**config.mk**
```make
export PLATFORM = sky130hd
export DESIGN_NAME = ysyx_24100005_lsu
export DESIGN_NICKNAME = d
export VERILOG_FILES = /design/src/rtl/ysyx_24100005_lsu_pkg.sv /design/src/rtl/ysyx_24100005_lsu_align.sv /design/src/rtl/ysyx_24100005_lsu.sv
export SDC_FILE = /design/constraint.sdc
export NUM_CORES = 1
export LEC_CHECK = 0
export BUFFER_PORTS_ARGS = -buffer_cell sky130_fd_sc_hd__buf_2
export CORE_MARGIN = 10
export CORE_UTILIZATION = 45
export CTS_CLUSTER_DIAMETER = 80
export CTS_CLUSTER_SIZE = 25
export DETAILED_ROUTE_END_ITERATION = 10
export GPL_ROUTABILITY_DRIVEN = 0
export GPL_TIMING_DRIVEN = 0
export PLACE_DENSITY = 0.77
export SYNTH_ARGS = -nofsm -noshare
export SYNTH_HDL_FRONTEND = slang
export SYNTH_SLANG_ARGS = --single-unit
```
**constraint.sdc**
```tcl
create_clock -name clk -period 2.8 [get_ports clk]
set_input_delay 0.14 -clock clk [delete_from_list [all_inputs] [get_ports clk]]
set_output_delay 0.14 -clock clk [all_outputs]
set_load 0.005 [all_outputs]
```
**src/rtl/ysyx_24100005_lsu_pkg.sv**
```systemverilog
// Shared types and constants for the load/store unit: FSM states, RV funct3
// encodings and the access legality check applied when a request is accepted.
package ysyx_24100005_lsu_pkg;

    typedef enum logic [1:0] {
        IDLE = 2'd0,
        REQ  = 2'd1,
        WAIT = 2'd2,
        RESP = 2'd3
    } state_t;

    localparam logic [2:0] LB  = 3'b000;
    localparam logic [2:0] LH  = 3'b001;
    localparam logic [2:0] LW  = 3'b010;
    localparam logic [2:0] LD  = 3'b011;
    localparam logic [2:0] LBU = 3'b100;
    localparam logic [2:0] LHU = 3'b101;
    localparam logic [2:0] LWU = 3'b110;

    // funct3[1:0] encodes log2 of the access size for loads and stores alike.
    function automatic logic access_error(
        input logic       we,
        input logic [2:0] funct3,
        input logic [2:0] addr_lo,
        input logic       is_64
    );
        logic misaligned;
        logic illegal;
        case (funct3[1:0])
            2'b00:   misaligned = 1'b0;
            2'b01:   misaligned = addr_lo[0];
            2'b10:   misaligned = |addr_lo[1:0];
            default: misaligned = |addr_lo;
        endcase
        illegal = (!is_64 && (funct3 == LD || funct3 == LWU))
                || (!we && funct3 == 3'b111)
                || (we && funct3[2]);
        return misaligned | illegal;
    endfunction

endpackage

```
**src/rtl/ysyx_24100005_lsu_align.sv**
```systemverilog
// Combinational byte-lane datapath: store data/mask placement into the memory
// word and load-data extraction with sign or zero extension.
module ysyx_24100005_lsu_align
    import ysyx_24100005_lsu_pkg::*;
#(
    parameter  int DATA_W = 32,
    localparam int BYTES  = DATA_W / 8,
    localparam int OFF_W  = $clog2(BYTES)
) (
    input  logic              we,
    input  logic [2:0]        funct3,
    input  logic [OFF_W-1:0]  offset,
    input  logic [DATA_W-1:0] wdata,
    input  logic [DATA_W-1:0] rdata,
    output logic [DATA_W-1:0] mem_wdata,
    output logic [BYTES-1:0]  mem_wmask,
    output logic [DATA_W-1:0] load_data
);

    logic [OFF_W+2:0]  shamt;
    logic [7:0]        base_mask;
    logic [DATA_W-1:0] lane;

    assign shamt = {offset, 3'b000};

    // NOTE: every output of this block is given a default before the case
    // statements, so no path leaves a value unassigned and no latch is inferred.
    always_comb begin
        mem_wdata = '0;
        mem_wmask = '0;
        load_data = '0;

        case (funct3[1:0])
            2'b00:   base_mask = 8'h01;
            2'b01:   base_mask = 8'h03;
            2'b10:   base_mask = 8'h0F;
            default: base_mask = 8'hFF;
        endcase

        if (we) begin
            mem_wdata = wdata << shamt;
            mem_wmask = BYTES'(base_mask) << offset;
        end

        // Bring the addressed lane down to bit 0, then extend to full width.
        lane = rdata >> shamt;
        case (funct3)
            LB:      load_data = DATA_W'({{56{lane[7]}},  lane[7:0]});
            LH:      load_data = DATA_W'({{48{lane[15]}}, lane[15:0]});
            LW:      load_data = DATA_W'({{32{lane[31]}}, lane[31:0]});
            LBU:     load_data = DATA_W'({56'd0, lane[7:0]});
            LHU:     load_data = DATA_W'({48'd0, lane[15:0]});
            LWU:     load_data = DATA_W'({32'd0, lane[31:0]});
            default: load_data = lane;
        endcase
    end

endmodule

```
**src/rtl/ysyx_24100005_lsu.sv**
```systemverilog
// Load/store unit: accepts one core request at a time, issues a single aligned
// memory beat, and returns extended load data or an access error.
module ysyx_24100005_lsu
    import ysyx_24100005_lsu_pkg::*;
#(
    parameter int ADDR_W = 32,
    parameter int DATA_W = 32
) (
    input  logic                clk,
    input  logic                rst,

    input  logic                req_valid,
    output logic                req_ready,
    input  logic                req_we,
    input  logic [2:0]          req_funct3,
    input  logic [ADDR_W-1:0]   req_addr,
    input  logic [DATA_W-1:0]   req_wdata,

    output logic                resp_valid,
    input  logic                resp_ready,
    output logic [DATA_W-1:0]   resp_rdata,
    output logic                resp_err,

    output logic                mem_req_valid,
    input  logic                mem_req_ready,
    output logic                mem_we,
    output logic [ADDR_W-1:0]   mem_addr,
    output logic [DATA_W-1:0]   mem_wdata,
    output logic [DATA_W/8-1:0] mem_wmask,

    input  logic                mem_resp_valid,
    output logic                mem_resp_ready,
    input  logic [DATA_W-1:0]   mem_rdata
);

    localparam int BYTES = DATA_W / 8;
    localparam int OFF_W = $clog2(BYTES);

    state_t state;
    state_t next_state;

    logic              we_q;
    logic [2:0]        funct3_q;
    logic [ADDR_W-1:0] addr_q;
    logic [DATA_W-1:0] wdata_q;
    logic [DATA_W-1:0] rdata_q;
    logic              err_q;

    logic              accept;
    logic              req_err;
    logic [DATA_W-1:0] load_data;

    assign accept  = (state == IDLE) && req_valid;
    assign req_err = access_error(req_we, req_funct3, req_addr[2:0], DATA_W == 64);

    // NOTE: state and capture registers use non-blocking assignments so every
    // flop samples pre-edge values regardless of process ordering.
    always_ff @(posedge clk or posedge rst) begin
        if (rst) begin
            state <= IDLE;
        end else begin
            state <= next_state;
        end
    end

    always_comb begin
        next_state = state;
        case (state)
            IDLE:    if (req_valid)      next_state = req_err ? RESP : REQ;
            REQ:     if (mem_req_ready)  next_state = WAIT;
            WAIT:    if (mem_resp_valid) next_state = RESP;
            RESP:    if (resp_ready)     next_state = IDLE;
            default:                     next_state = IDLE;
        endcase
    end

    always_ff @(posedge clk or posedge rst) begin
        if (rst) begin
            we_q     <= 1'b0;
            funct3_q <= '0;
            addr_q   <= '0;
            wdata_q  <= '0;
            rdata_q  <= '0;
            err_q    <= 1'b0;
        end else begin
            if (accept) begin
                we_q     <= req_we;
                funct3_q <= req_funct3;
                addr_q   <= req_addr;
                wdata_q  <= req_wdata;
                rdata_q  <= '0;
                err_q    <= req_err;
            end
            // Store responses carry no data, so they latch zero.
            if (state == WAIT && mem_resp_valid) begin
                rdata_q <= we_q ? '0 : load_data;
            end
        end
    end

    ysyx_24100005_lsu_align #(
        .DATA_W (DATA_W)
    ) u_align (
        .we        (we_q),
        .funct3    (funct3_q),
        .offset    (addr_q[OFF_W-1:0]),
        .wdata     (wdata_q),
        .rdata     (mem_rdata),
        .mem_wdata (mem_wdata),
        .mem_wmask (mem_wmask),
        .load_data (load_data)
    );

    // req_ready is gated by rst so nothing is offered while reset is held.
    assign req_ready      = (state == IDLE) && !rst;
    assign mem_req_valid  = (state == REQ);
    assign mem_resp_ready = (state == WAIT);
    assign resp_valid     = (state == RESP);

    assign mem_we     = we_q;
    assign mem_addr   = {addr_q[ADDR_W-1:OFF_W], {OFF_W{1'b0}}};
    assign resp_rdata = rdata_q;
    assign resp_err   = err_q;

endmodule

```
==> results by group <==
Synthesis
  • Netlist Area Pre-Place: 5530 µm²
  • Synth unique cells: 43
  • Most used flip-flop cell after synthesis: dfrtp_1
  • Post-synth EDFFs: 0
  • Post-Synthesis Cells: 478
  • YS warnings: 0
  • Ys async rst share: 100%
  • Register area share after synthesis: 46.6%
  • Seq cells post-synth: 103
  • Post-synthesis average cell area: 11.6 µm²

Setup path
  • Critical R2R Capture: wdata_q[4]
  • FF-to-FF path depth: 5
  • Crit path kind: reg -> out
  • Critical Path AT: 2.12 ns
  • Crit-path max FO: 10
  • CP Launch Type: flop
  • Worst setup path end: mem_wdata[30]
  • Required time of the critical path: 2.66 ns
  • Crit path launch: addr_q[1]
  • CP Capture Type: output port
  • R2R setup slack: 0.70 ns
  • RR Startpoint: state[0]

Place
  • Post-DP HPWL: 13,300 µm
  • Pre-CTS setup slack: 0.698 ns
  • Cell count after placement: 837
  • I/O Buffers: 209

Clock tree
  • Clock Latency Late Sink: 0.35 ns
  • Total CTS buffers: 9
  • CTS Buffer Depth: 2
  • Root buf cell: clkbuf_16
  • Sink Count: 103
  • Worst-path clk slew: 0.07 ns
  • TritonCTS clock tree: done
  • Htree depth: 3

Timing
  • Final Skew: 0.0112 ns
  • Setup_tns: 0 ns
  • Fin. Hold Viols: 0
  • Max Slew Vio Count: 0
  • Post-route setup slack: 0.544 ns
  • Relative slew slack: 50.3%
  • Minimum clock period: 2.26 ns
  • Final setup fails: 0
  • Tcrit/Tclk final: 80.6%
  • RSZ-0062 raised after global routing: false
  • Worst-Margin Slew: 0.743 ns
  • Fmax: 0.443 GHz
  • Fin Hold WS: 0.0143 ns

Floorplan
  • # IOs: 212
  • Die Area: 17,100 µm²
  • Core Area: 12,000 µm²
  • DIE WIDTH: 131 µm
  • Chip Height: 131 µm
  • Rows: 40
  • Starting density of the core: 46.0%

Global routing
  • First-pass GRT wire length: 26,200 µm
  • Number of global-route vias before repair: 4,942
  • Initial antenna violation count: 1
  • Total GRT Usage: 19.6%
  • Largest net degree at the start of global routing: 42
  • Total gr overflow: 0

Power
  • Peak supply drop: 0.000736 V
  • P_leak: 3.67 nW
  • PD cells: 1150 nW/µm²

Final layout
  • Layout cells sized above 1: 52.6%
  • Fin cells: 855
  • Synthesis-to-finish area growth: 29.5%
  • Layout Utilization: 59.6%
  • Final #Nets: 813

Route
  • Routed vias: 4,519
  • First-pass DRT Iterations: 4
  • DRC violation count after routing: 0
  • Routed WL: 16,800 µm
  • Wire per inst: 19.7 µm
  • Routed vias/inst: 5.29
  • Post-route antenna net violation count: 0
  • First-iteration detailed-routing DRC count: 300

Outcome
  • Status: complete, no violations

Run
  • Max-Cap Viols: 0

Min path
  • Worst min-delay path category: in -> reg
==> state kept, by name (all words and copies together), names as in the netlist <==
| signal | flops |
|---|---|
| addr_q | 32 |
| funct3_q | 3 |
| mem_we | 1 |
| resp_err | 1 |
| resp_rdata | 32 |
| state | 2 |
| wdata_q | 32 |
==> cell usage in the layout, fill, tap and decap left out, drive strengths merged, types with 5 or more instances in the layout <==
cell type  count
inv           16
o221ai         8
ha             5
buf          264
and3           8
dfrtp        103
mux2i         31
mux2          92
a32oi          8
and2          16
a221oi         8
nor2          13
o21ai         16
nand2         43
clkbuf        21
o2bb2ai        8
o31ai          9
nor2b          6
==> layer usage <==
metal	share of wire [%]	track usage (%)
met5	0	0
met4	2.0	7.39
met1	39	22.5
met2	49	32.6
met3	9.8	7.49
==> report_power, final <==
part	switching (mW)	total, mW	internal (mW)	leakage (nW)
logic	1.97	4.14	2.17	2.23
clock network	0.583	1.42	0.841	0.167
registers	0.475	2.63	2.16	1.28
==> how the worst min path moves through the flow <==
stage | startpoint | to | slack [ns] | cells after the start
after floorplan | req_addr[0] | addr_q[0] | 0.29 | 1
after CTS | req_wdata[3] | wdata_q[3] | 0.003 | 2
after detailed placement | rst | addr_q[19] | 0.25 | 2
final | req_addr[28] | addr_q[28] | 0.01 | 2
after global routing | req_wdata[29] | wdata_q[29] | 0.008 | 2
after global placement | req_addr[27] | addr_q[27] | 0.37 | 2
==> synthesized netlist by cell type, types with 2 or more instances <==
master | instances | area (µm²)
a221oi_1 | 8 | 70.1
a22oi_1 | 2 | 15.0
a32oi_1 | 8 | 70.1
and2_1 | 16 | 100
and3_1 | 8 | 50.1
and3b_1 | 2 | 17.5
buf_1 | 7 | 26.3
buf_2 | 6 | 30.0
buf_4 | 37 | 278
buf_6 | 3 | 33.8
clkbuf_1 | 9 | 33.8
dfrtp_1 | 103 | 2580
ha_1 | 5 | 62.6
inv_1 | 15 | 56.3
mux2_2 | 92 | 1040
mux2i_1 | 31 | 310
mux4_2 | 2 | 45.0
nand2_1 | 43 | 161
nand2b_1 | 2 | 12.5
nor2_1 | 13 | 48.8
nor2b_1 | 6 | 37.5
o21a_1 | 2 | 15.0
o21ai_0 | 16 | 80.1
o221ai_1 | 8 | 70.1
o2bb2ai_1 | 8 | 70.1
o31ai_1 | 9 | 67.6
==> stage by stage <==
step	area, µm²	total power [mW]
after detailed placement	6800	6.82
final	7150	8.19
after floorplan	5530	5.30
after global routing	7150	8.79
after CTS	7150	8.26
after global placement	6760	6.68
==> worst max-delay path: stages (launching register included) <==
cell	delay, ns
dfrtp_1	0.47
buf_6	0.20
buf_4	0.21
buf_4	0.23
mux2i_1	0.25
nand2_1	0.07
and3_1	0.19
buf_2	0.13
==> cells by family after synthesis <==
family | after synthesis | share of synthesized area, %
compound gates | 70 | 10.2
fa+ha+maj | 5 | 1.13
buf+inv | 79 | 8.45
other cells | 1 | 0.0679
flops | 103 | 46.6
mux | 125 | 25.2
simple gates | 95 | 8.29
==> cell type report <==
cell class / instances / area, µm²
sequential: 103 / 2580
inverter: 16 / 63.8
buffer: 63 / 407
clock inverter: 5 / 86.3
multi-input combinational: 297 / 2480
tap: 147 / 184
clock buffer: 11 / 253
timing repair buffer: 212 / 1100
fill: 1037 / 4860
antenna: 1 / 2.50
==> repair_timing <==
action,in CTS,in global routing
hold buffers,1,0
buffers inserted,0,0
resized for setup,0,0
endpoints found under the hold margin,24,0
(Power assumes the default switching activity.)
